==> config.mk <==
export PLATFORM = sky130hd
export DESIGN_NAME = de_stage_fwd_param
export DESIGN_NICKNAME = d
export VERILOG_FILES = /design/src/rtl/de_stage_fwd_param.sv
export SDC_FILE = /design/constraint.sdc
export NUM_CORES = 1
export LEC_CHECK = 0
export BUFFER_PORTS_ARGS = -buffer_cell sky130_fd_sc_hd__buf_2
export CELL_PAD_IN_SITES_DETAIL_PLACEMENT = 1
export CELL_PAD_IN_SITES_GLOBAL_PLACEMENT = 1
export CORE_MARGIN = 3
export CORE_UTILIZATION = 51
export CTS_CLUSTER_DIAMETER = 150
export DETAILED_ROUTE_END_ITERATION = 7
export PLACE_DENSITY = 0.88
export SYNTH_ARGS = -nofsm -noshare
export SYNTH_HDL_FRONTEND = slang
export SYNTH_SLANG_ARGS = --single-unit
==> constraint.sdc <==
create_clock -name clk -period 21.4 [get_ports clk]
set_input_delay 2.14 -clock clk [delete_from_list [all_inputs] [get_ports clk]]
set_output_delay 2.14 -clock clk [all_outputs]
set_load 0.03 [all_outputs]
==> src/rtl/de_stage_fwd_param.sv <==
// Decode-stage operand unit: register file, ordered N-channel forwarding network,
// load-use interlock, branch-wait FSM and the registered DE output latch.
module de_stage_fwd_param #(
  parameter int DBITS     = 32,
  parameter int REGS      = 16,
  parameter int RBITS     = 4,
  parameter int NFWD      = 2,
  parameter int ZERO_HARD = 0,
  parameter int CNTBITS   = 16
) (
  input  logic                    clk,
  input  logic                    reset,
  input  logic                    in_valid,
  input  logic [RBITS-1:0]        in_rs,
  input  logic [RBITS-1:0]        in_rt,
  input  logic                    in_read_rs,
  input  logic                    in_read_rt,
  input  logic                    in_wr_reg,
  input  logic [RBITS-1:0]        in_wregno,
  input  logic                    in_is_br,
  input  logic [NFWD-1:0]         fwd_valid,
  input  logic [NFWD-1:0]         fwd_ready,
  input  logic [NFWD*RBITS-1:0]   fwd_regno,
  input  logic [NFWD*DBITS-1:0]   fwd_data,
  input  logic                    wb_we,
  input  logic [RBITS-1:0]        wb_regno,
  input  logic [DBITS-1:0]        wb_data,
  input  logic                    br_resolve,
  input  logic                    flush,
  output logic                    stall_fe,
  output logic                    out_valid,
  output logic [DBITS-1:0]        out_rs_val,
  output logic [DBITS-1:0]        out_rt_val,
  output logic                    out_wr_reg,
  output logic [RBITS-1:0]        out_wregno,
  output logic                    out_is_br,
  output logic [CNTBITS-1:0]      cnt_lu_stall,
  output logic [CNTBITS-1:0]      cnt_br_stall
);

  typedef enum logic {RUN, BRWAIT} state_t;

  typedef struct packed {
    logic             hazard;
    logic [DBITS-1:0] value;
  } opnd_t;

  state_t           state, state_nxt;
  logic [DBITS-1:0] regs [REGS];
  opnd_t            rs_op, rt_op;
  logic             lu;
  logic             load_bubble;
  logic             inc_lu;
  logic             inc_br;
  logic             wb_write;

  // Youngest matching channel wins even when it is not ready; an older ready
  // copy of the same register would be stale.
  function automatic opnd_t select_operand(
    input logic [RBITS-1:0]      src,
    input logic                  rd,
    input logic [DBITS-1:0]      rf_val,
    input logic [NFWD-1:0]       fv,
    input logic [NFWD-1:0]       fr,
    input logic [NFWD*RBITS-1:0] fn,
    input logic [NFWD*DBITS-1:0] fd,
    input logic                  we,
    input logic [RBITS-1:0]      wn,
    input logic [DBITS-1:0]      wd
  );
    opnd_t r;
    logic  hit;
    r.hazard = 1'b0;
    r.value  = (we && wn == src) ? wd : rf_val;
    hit      = 1'b0;
    for (int i = 0; i < NFWD; i++) begin
      if (!hit && fv[i] && fn[i*RBITS +: RBITS] == src) begin
        hit      = 1'b1;
        r.value  = fd[i*DBITS +: DBITS];
        r.hazard = rd && !fr[i];
      end
    end
    if (ZERO_HARD != 0 && src == '0) begin
      r.value  = '0;
      r.hazard = 1'b0;
    end
    return r;
  endfunction

  assign rs_op = select_operand(in_rs, in_read_rs, regs[in_rs], fwd_valid, fwd_ready,
                                fwd_regno, fwd_data, wb_we, wb_regno, wb_data);
  assign rt_op = select_operand(in_rt, in_read_rt, regs[in_rt], fwd_valid, fwd_ready,
                                fwd_regno, fwd_data, wb_we, wb_regno, wb_data);

  assign lu       = in_valid && (rs_op.hazard || rt_op.hazard) && !flush;
  assign wb_write = wb_we && !(ZERO_HARD != 0 && wb_regno == '0);

  always_ff @(posedge clk or posedge reset) begin
    if (reset) begin
      for (int i = 0; i < REGS; i++) regs[i] <= '0;
    end else if (wb_write) begin
      regs[wb_regno] <= wb_data;
    end
  end

  always_ff @(posedge clk or posedge reset) begin
    if (reset) state <= RUN;
    else       state <= state_nxt;
  end

  // Flush overrides everything and releases FE in the same cycle.
  always_comb begin
    state_nxt   = state;
    stall_fe    = 1'b0;
    load_bubble = 1'b1;
    inc_lu      = 1'b0;
    inc_br      = 1'b0;
    if (flush) begin
      state_nxt = RUN;
    end else begin
      case (state)
        RUN: begin
          if (lu) begin
            stall_fe = 1'b1;
            inc_lu   = 1'b1;
          end else begin
            load_bubble = 1'b0;
            if (in_valid && in_is_br) state_nxt = BRWAIT;
          end
        end
        BRWAIT: begin
          stall_fe = 1'b1;
          inc_br   = 1'b1;
          if (br_resolve) state_nxt = RUN;
        end
        default: state_nxt = RUN;
      endcase
    end
  end

  always_ff @(posedge clk or posedge reset) begin
    if (reset) begin
      out_valid  <= 1'b0;
      out_rs_val <= '0;
      out_rt_val <= '0;
      out_wr_reg <= 1'b0;
      out_wregno <= '0;
      out_is_br  <= 1'b0;
    end else if (load_bubble) begin
      out_valid  <= 1'b0;
      out_rs_val <= '0;
      out_rt_val <= '0;
      out_wr_reg <= 1'b0;
      out_wregno <= '0;
      out_is_br  <= 1'b0;
    end else begin
      out_valid  <= in_valid;
      out_rs_val <= rs_op.value;
      out_rt_val <= rt_op.value;
      out_wr_reg <= in_wr_reg;
      out_wregno <= in_wregno;
      out_is_br  <= in_is_br;
    end
  end

  // Performance counters stick at all ones instead of wrapping.
  always_ff @(posedge clk or posedge reset) begin
    if (reset) begin
      cnt_lu_stall <= '0;
      cnt_br_stall <= '0;
    end else begin
      if (inc_lu && cnt_lu_stall != '1) cnt_lu_stall <= cnt_lu_stall + CNTBITS'(1);
      if (inc_br && cnt_br_stall != '1) cnt_br_stall <= cnt_br_stall + CNTBITS'(1);
    end
  end

endmodule

# [Word level (Yosys, flattened, before mapping)]
# Cells that the tools add are included.
[op_classes] addsub=2 order_cmp=4 eq_ne=8 mux=37 bitwise=4 n_reduce_logical=24
[op_table] op="$bwmux 512" count=1
[op_table] op="$mux 32" count=9
[op_table] op="$bmux 32 s4" count=2
[op_table] op="$mux 33" count=4
[op_table] op="$demux 32 s4" count=1
[op_table] op="$add 16x1->16 const B" count=2
[op_table] op="$ne 16x16->1 const B" count=2
[op_table] op="$eq 4x4->1" count=6
[op_table] op="$logic_and 1x1->1" count=18
[op_table] op="$mux 1" count=17
[op_table] op="$ge 5x5->1 const B" count=3
[op_table] op="$not 4->5" count=3
[op_table] op="$logic_not 1->1" count=5
[op_table] op="$lt 5x1->1 const B" count=1
[op_table] op="$mux 4" count=1
[op_table] op="$pmux 1 s2" count=2
[op_table] op="$logic_or 1x1->1" count=1
[op_table] op="$not 1->1" count=1
[totals] reg_bits=616 input_bits=134 output_inout_bits=104 elab_cells=104

# [Logic depth before layout (Yosys ltp)]
[logic_depth] ltp_word=14 ltp_mapped=11 depth_no_buf=8

# [Worst setup path before layout]
# Ideal clock, no wire load.
[synth_path] path_kind="input-to-output" startpoint="input in_rt[2]" endpoint="output stall_fe" arrival_ns=3.670 t_required_ns=19.260 setup_slack_ns=15.590 path_stages=8 n_path_buf=1 cell_sequence="buf_4 > xor2_1 > nor3_1 > nand3_1 > o2bb2a_4 > a2bb2o_4 > a21oi_1 > nor2_1"
[synth_via] elab_chain_len=13 word_cells_on_any_way=15 cone_classes="eq/ne: 2; mux: 6; reduce/logical: 7"
[synth_rtl] item="start, declared" line_no="15" text="input logic [RBITS-1:0] in_rt,"
[synth_rtl] item="$eq 4x4->1" line_no="77" text="if (!hit && fv[i] && fn[i*RBITS +: RBITS] == src) begin"
[synth_rtl] item="$logic_and 1x1->1" line_no="77"
[synth_rtl] item="$mux 1" line_no="77"
[synth_rtl] item="$logic_not 1->1" line_no="77"
[synth_rtl] item="$logic_and 1x1->1 (2 in series)" line_no="77"
[synth_rtl] item="$mux 33 *" line_no="77"
[synth_rtl] item="$logic_or 1x1->1 *" line_no="95" text="assign lu = in_valid && (rs_op.hazard || rt_op.hazard) && !flush;"
[synth_rtl] item="$logic_and 1x1->1 * (2 in series)" line_no="95"
[synth_rtl] item="$mux 1 *" line_no="123" text="if (lu) begin"
[synth_rtl] item="$pmux 1 s2 *" line_no="121" text="case (state)"
[synth_rtl] item="$mux 1 *" line_no="118" text="if (flush) begin"
[synth_rtl] item="end, declared" line_no="30" text="output logic stall_fe,"
# Mark *: on every way between the ends. The rest lies on a longest branch, timed or not.

# [Worst setup path in the final report]
[layout_path] startpoint="input in_rt[0]" endpoint="output stall_fe"
# Same word-level chain as after synthesis.

==> results by group <==
Layout
  – Final core occ: roughly three fifths
  – Synth-to-Final Area Change: 13.02%
  – Share of layout cells above drive strength 1: a little over half
  – Fillers: 5645
  – Top reg by flops: regs
  – Regs by FF count: regs: 512 flops, out_rs_val: 32 flops, out_rt_val: 32 flops
  – Final std cells w/o fill: approximately 3.1k
  – Post-layout nets: 2380
  – Max reg flops: slightly above 500

Floorplan
  – Initial core utilization: about half
  – I/O pins: between 200 and 250
  – Die area: approximately 66000 µm²
  – Die Height: ~260 µm
  – Num rows: around 90
  – Core area: a little over 60000 µm²
  – Chip Width: about 260 µm

Setup path
  – Slowest stage delay, CP: 0.62 ns
  – Worst-path fanout max: 63
  – CP endpoint: stall_fe
  – FF-to-FF End: out_rs_val[20]
  – Critical path launch point: in_rt[0]
  – Worst path slowest cell: clkbuf_8
  – Worst EP arrival: between 4 and 5 ns
  – Worst Reg-to-Reg Cells: 4
  – Startpoint Class: input port
  – Crit end category: output pin
  – Reg2reg start: state
  – CP cell instances: clkbuf_8, xor2_1, nor3_1, nand3_4, buf_4, a32o_1, a2bb2o_4, a21oi_1, nor2_1, buf_2
  – Reg-to-reg slack, setup: about 19 ns
  – Crit path kind: in2out
  – CP required: about 19 ns

Clock tree
  – Clk_lat worst skew: about 0.62 ns
  – Clock Tree Root: clkbuf_16
  – Clk sinks: about 620
  – CTS-repair resized insts: 0
  – Deepest clock path buffer count: 3
  – CTS clk-pin slew, worst paths: 0.06 ns
  – Post-CTS setup buffer count: 0
  – CTS Hold Bufs: 0
  – Cts bufs inserted: 68
  – Max H-tree Level: 3
  – CTS tree: done

Drt
  – Residual DRC: 0
  – First drt pass iteration count: 7
  – Final ANT Viol Nets: 0
  – Initial DRC count: between 2k and 2.5k
  – Vias per cell: between 7 and 8
  – Post-Route WL: approximately 110000 µm
  – Avg WL per Cell: approximately 35 µm
  – Vias post-DR: about 22k

Pwr
  – Internal Power: 0.002618 W
  – Combinational power share: 23.6%
  – Max IR drop VDD: about 0.055 mV
  – Overall power: about 0.0038 W
  – PwrDens: roughly 100 nW/µm²
  – Clock network power share: between 30% and 40%
  – Share of power burned in registers: between 40 and 50%
  – Switch share: a little under a third
  – Static leakage: approximately 15 nW
  – Net Sw Power: about 0.0011 W

Outcome
  – Status: finished, final reports clean

STA
  – # setup viols final: 0
  – Final Max Slew Viols: 0
  – Least-Margin Pin Slew: 1.274 ns
  – Hold Violations, Final: 0
  – Setup TNS: 0 ns
  – Slew headroom: roughly 15%
  – Skew final: 0.02434 ns
  – Minimum clock period: between 6 and 7 ns
  – Max Fclk: roughly 0.15 GHz
  – RSZ-0062 raised after global routing: no
  – Tcrit/Tclk final: between 30% and 40%

Synth
  – Cell taking the most area after synthesis: dfrtp_1
  – Sequential fraction of the synthesis area: about half
  – Post-Syn Instances: between 2k and 2.5k
  – Post-Syn Nets: ~2.2k
  – Register bit count reported by yosys: 616
  – Post-Syn Area: around 32000 µm²
  – Area contributors post-synth: dfrtp_1, mux4_2, mux2_2
  – Asr flop ratio synth: 100.0%
  – Top_reg_cell synth: dfrtp_1
  – Number of flops mapped to enable cells by yosys: 0
  – Synth top area share: between 40% and 50%
  – Mapped Avg Cell Area: about 15 µm²
  – Yosys cell types: slightly above 40
  – Synth Warn #: 0

Global route
  – Vias in the first global route: around 25k
  – First-pass GRT wire length: 165500 µm
  – Largest net degree at the start of global routing: roughly 120
  – Total gr overflow: 0
  – GRT Total Usage: between 30% and 40%
  – Antenna violations before repair: 5

Flow run
  – Max Cap Viol: 0

Placed design
  – Port-buffer cells: 237
  – GP Congestion: between 0.8 and 0.9
  – Inst Count DP: ~3k
  – Detailed placer's ending HPWL: 65090 µm

Worst hold path
  – Hold Crit Depth: 1
  – Hold Crit Class: reg2reg
layout by cell type, fill, tap and decap left out, types with 3 or more instances in the layout:
cell type | synthesis | routed
and3_1 | 14 | 14
nand4_1 | 8 | 8
nand3_2 | 0 | 3
nor2_4 | 0 | 9
nand2_2 | 2 | 3
clkbuf_16 | 0 | 70
nand2b_1 | 11 | 6
bufinv_16 | 0 | 3
mux4_2 | 320 | 320
inv_6 | 0 | 4
inv_1 | 6 | 5
nor3_1 | 5 | 5
clkbuf_1 | 112 | 13
xnor2_1 | 29 | 29
nand2b_2 | 0 | 5
nor2_1 | 89 | 80
clkinv_2 | 0 | 11
mux2_2 | 500 | 500
dfrtp_1 | 616 | 616
mux2_1 | 13 | 13
diode_2 | 0 | 4
nand2_1 | 79 | 78
xor2_1 | 23 | 23
buf_2 | 55 | 233
o221ai_1 | 63 | 63
nand3_1 | 27 | 23
buf_4 | 1 | 42
o22ai_1 | 63 | 63
clkbuf_8 | 0 | 23
logic make-up after synthesis:
group,count (synthesis),synth area share (%)
muxes,833,40.66
DFF,616,48.28
and+or+nand+nor,250,3.503
buffers and inverters,212,2.767
AOI/OAI and AO/OA,136,3.284
xor gates and xnor gates,52,1.426
adders and majority gates,2,0.07836
synth_stat cells, drive strengths merged (2+ instances only):
cell type / n
o221ai: 63
inv: 6
ha: 2
dfrtp: 616
o22ai: 63
buf: 94
nor2: 89
nand2b: 11
or2: 2
clkbuf: 112
a21oi: 2
and2: 2
xor2: 23
nand3b: 2
mux2: 513
nor3: 6
nand2: 81
nand4: 8
and3: 15
nand3: 27
or3: 2
mux4: 320
xnor2: 29
nor2b: 3
worst max-delay path, delay by kind of cell:
kind,cells,cell delay [ns]
compound gates,3,0.75
xor+xnor,1,0.16
buf+inv,3,1.15
simple gates,3,0.53
how the worst min path moves through the flow:
stage / slack, ns / endpoint / from
floorplan: 0.48 / regs[174] / regs[174]
global placement: 0.48 / cnt_lu_stall[5] / cnt_lu_stall[5]
detailed placement: 0.49 / cnt_lu_stall[15] / cnt_lu_stall[15]
CTS: 0.50 / cnt_lu_stall[15] / cnt_lu_stall[15]
global route: 0.51 / cnt_br_stall[14] / cnt_br_stall[14]
finish: 0.49 / cnt_br_stall[14] / cnt_br_stall[14]
power by group through the flow:
| stage | clock network, W | logic, W | registers [W] |
|---|---|---|---|
| global placement | 0 | 0.000804 | 0.00158 |
| detailed placement | 0 | 0.000859 | 0.00164 |
| CTS | 0.00123 | 0.000880 | 0.00163 |
| finish | 0.00122 | 0.000885 | 0.00164 |
| floorplan | 0 | 0.000595 | 0.00161 |
| global route | 0.00128 | 0.000929 | 0.00166 |
cell type report:
class,count,area (µm²),area share (%)
antenna,4,10.01,0.02774
clock inverter,21,211.5,0.5860
tap,837,1047,2.902
inverter,6,30.03,0.08321
sequential,616,15410,42.72
clock buffer,104,2090,5.790
timing repair buffer,279,1531,4.244
multi-input combinational,1273,15750,43.65
per-stage QoR:
stage	hold slack (ns)	setup WS [ns]	cell area, µm²
6_report	0.4943	14.51	36090
2_1_floorplan	0.4758	2.011	31930
3_5_place_dp	0.4912	14.46	33770
5_1_grt	0.5112	14.28	36080
4_1_cts	0.4987	14.43	36080
3_3_place_gp	0.4790	14.55	33770
per-layer routing:
layer  global-route usage (%)  routed length, µm
met1                    42.39              40540
met2                    54.90              54210
met3                    8.425              10400
met4                    16.49               5296
met5                        0                 13
Power figures use the tool's default switching activity.
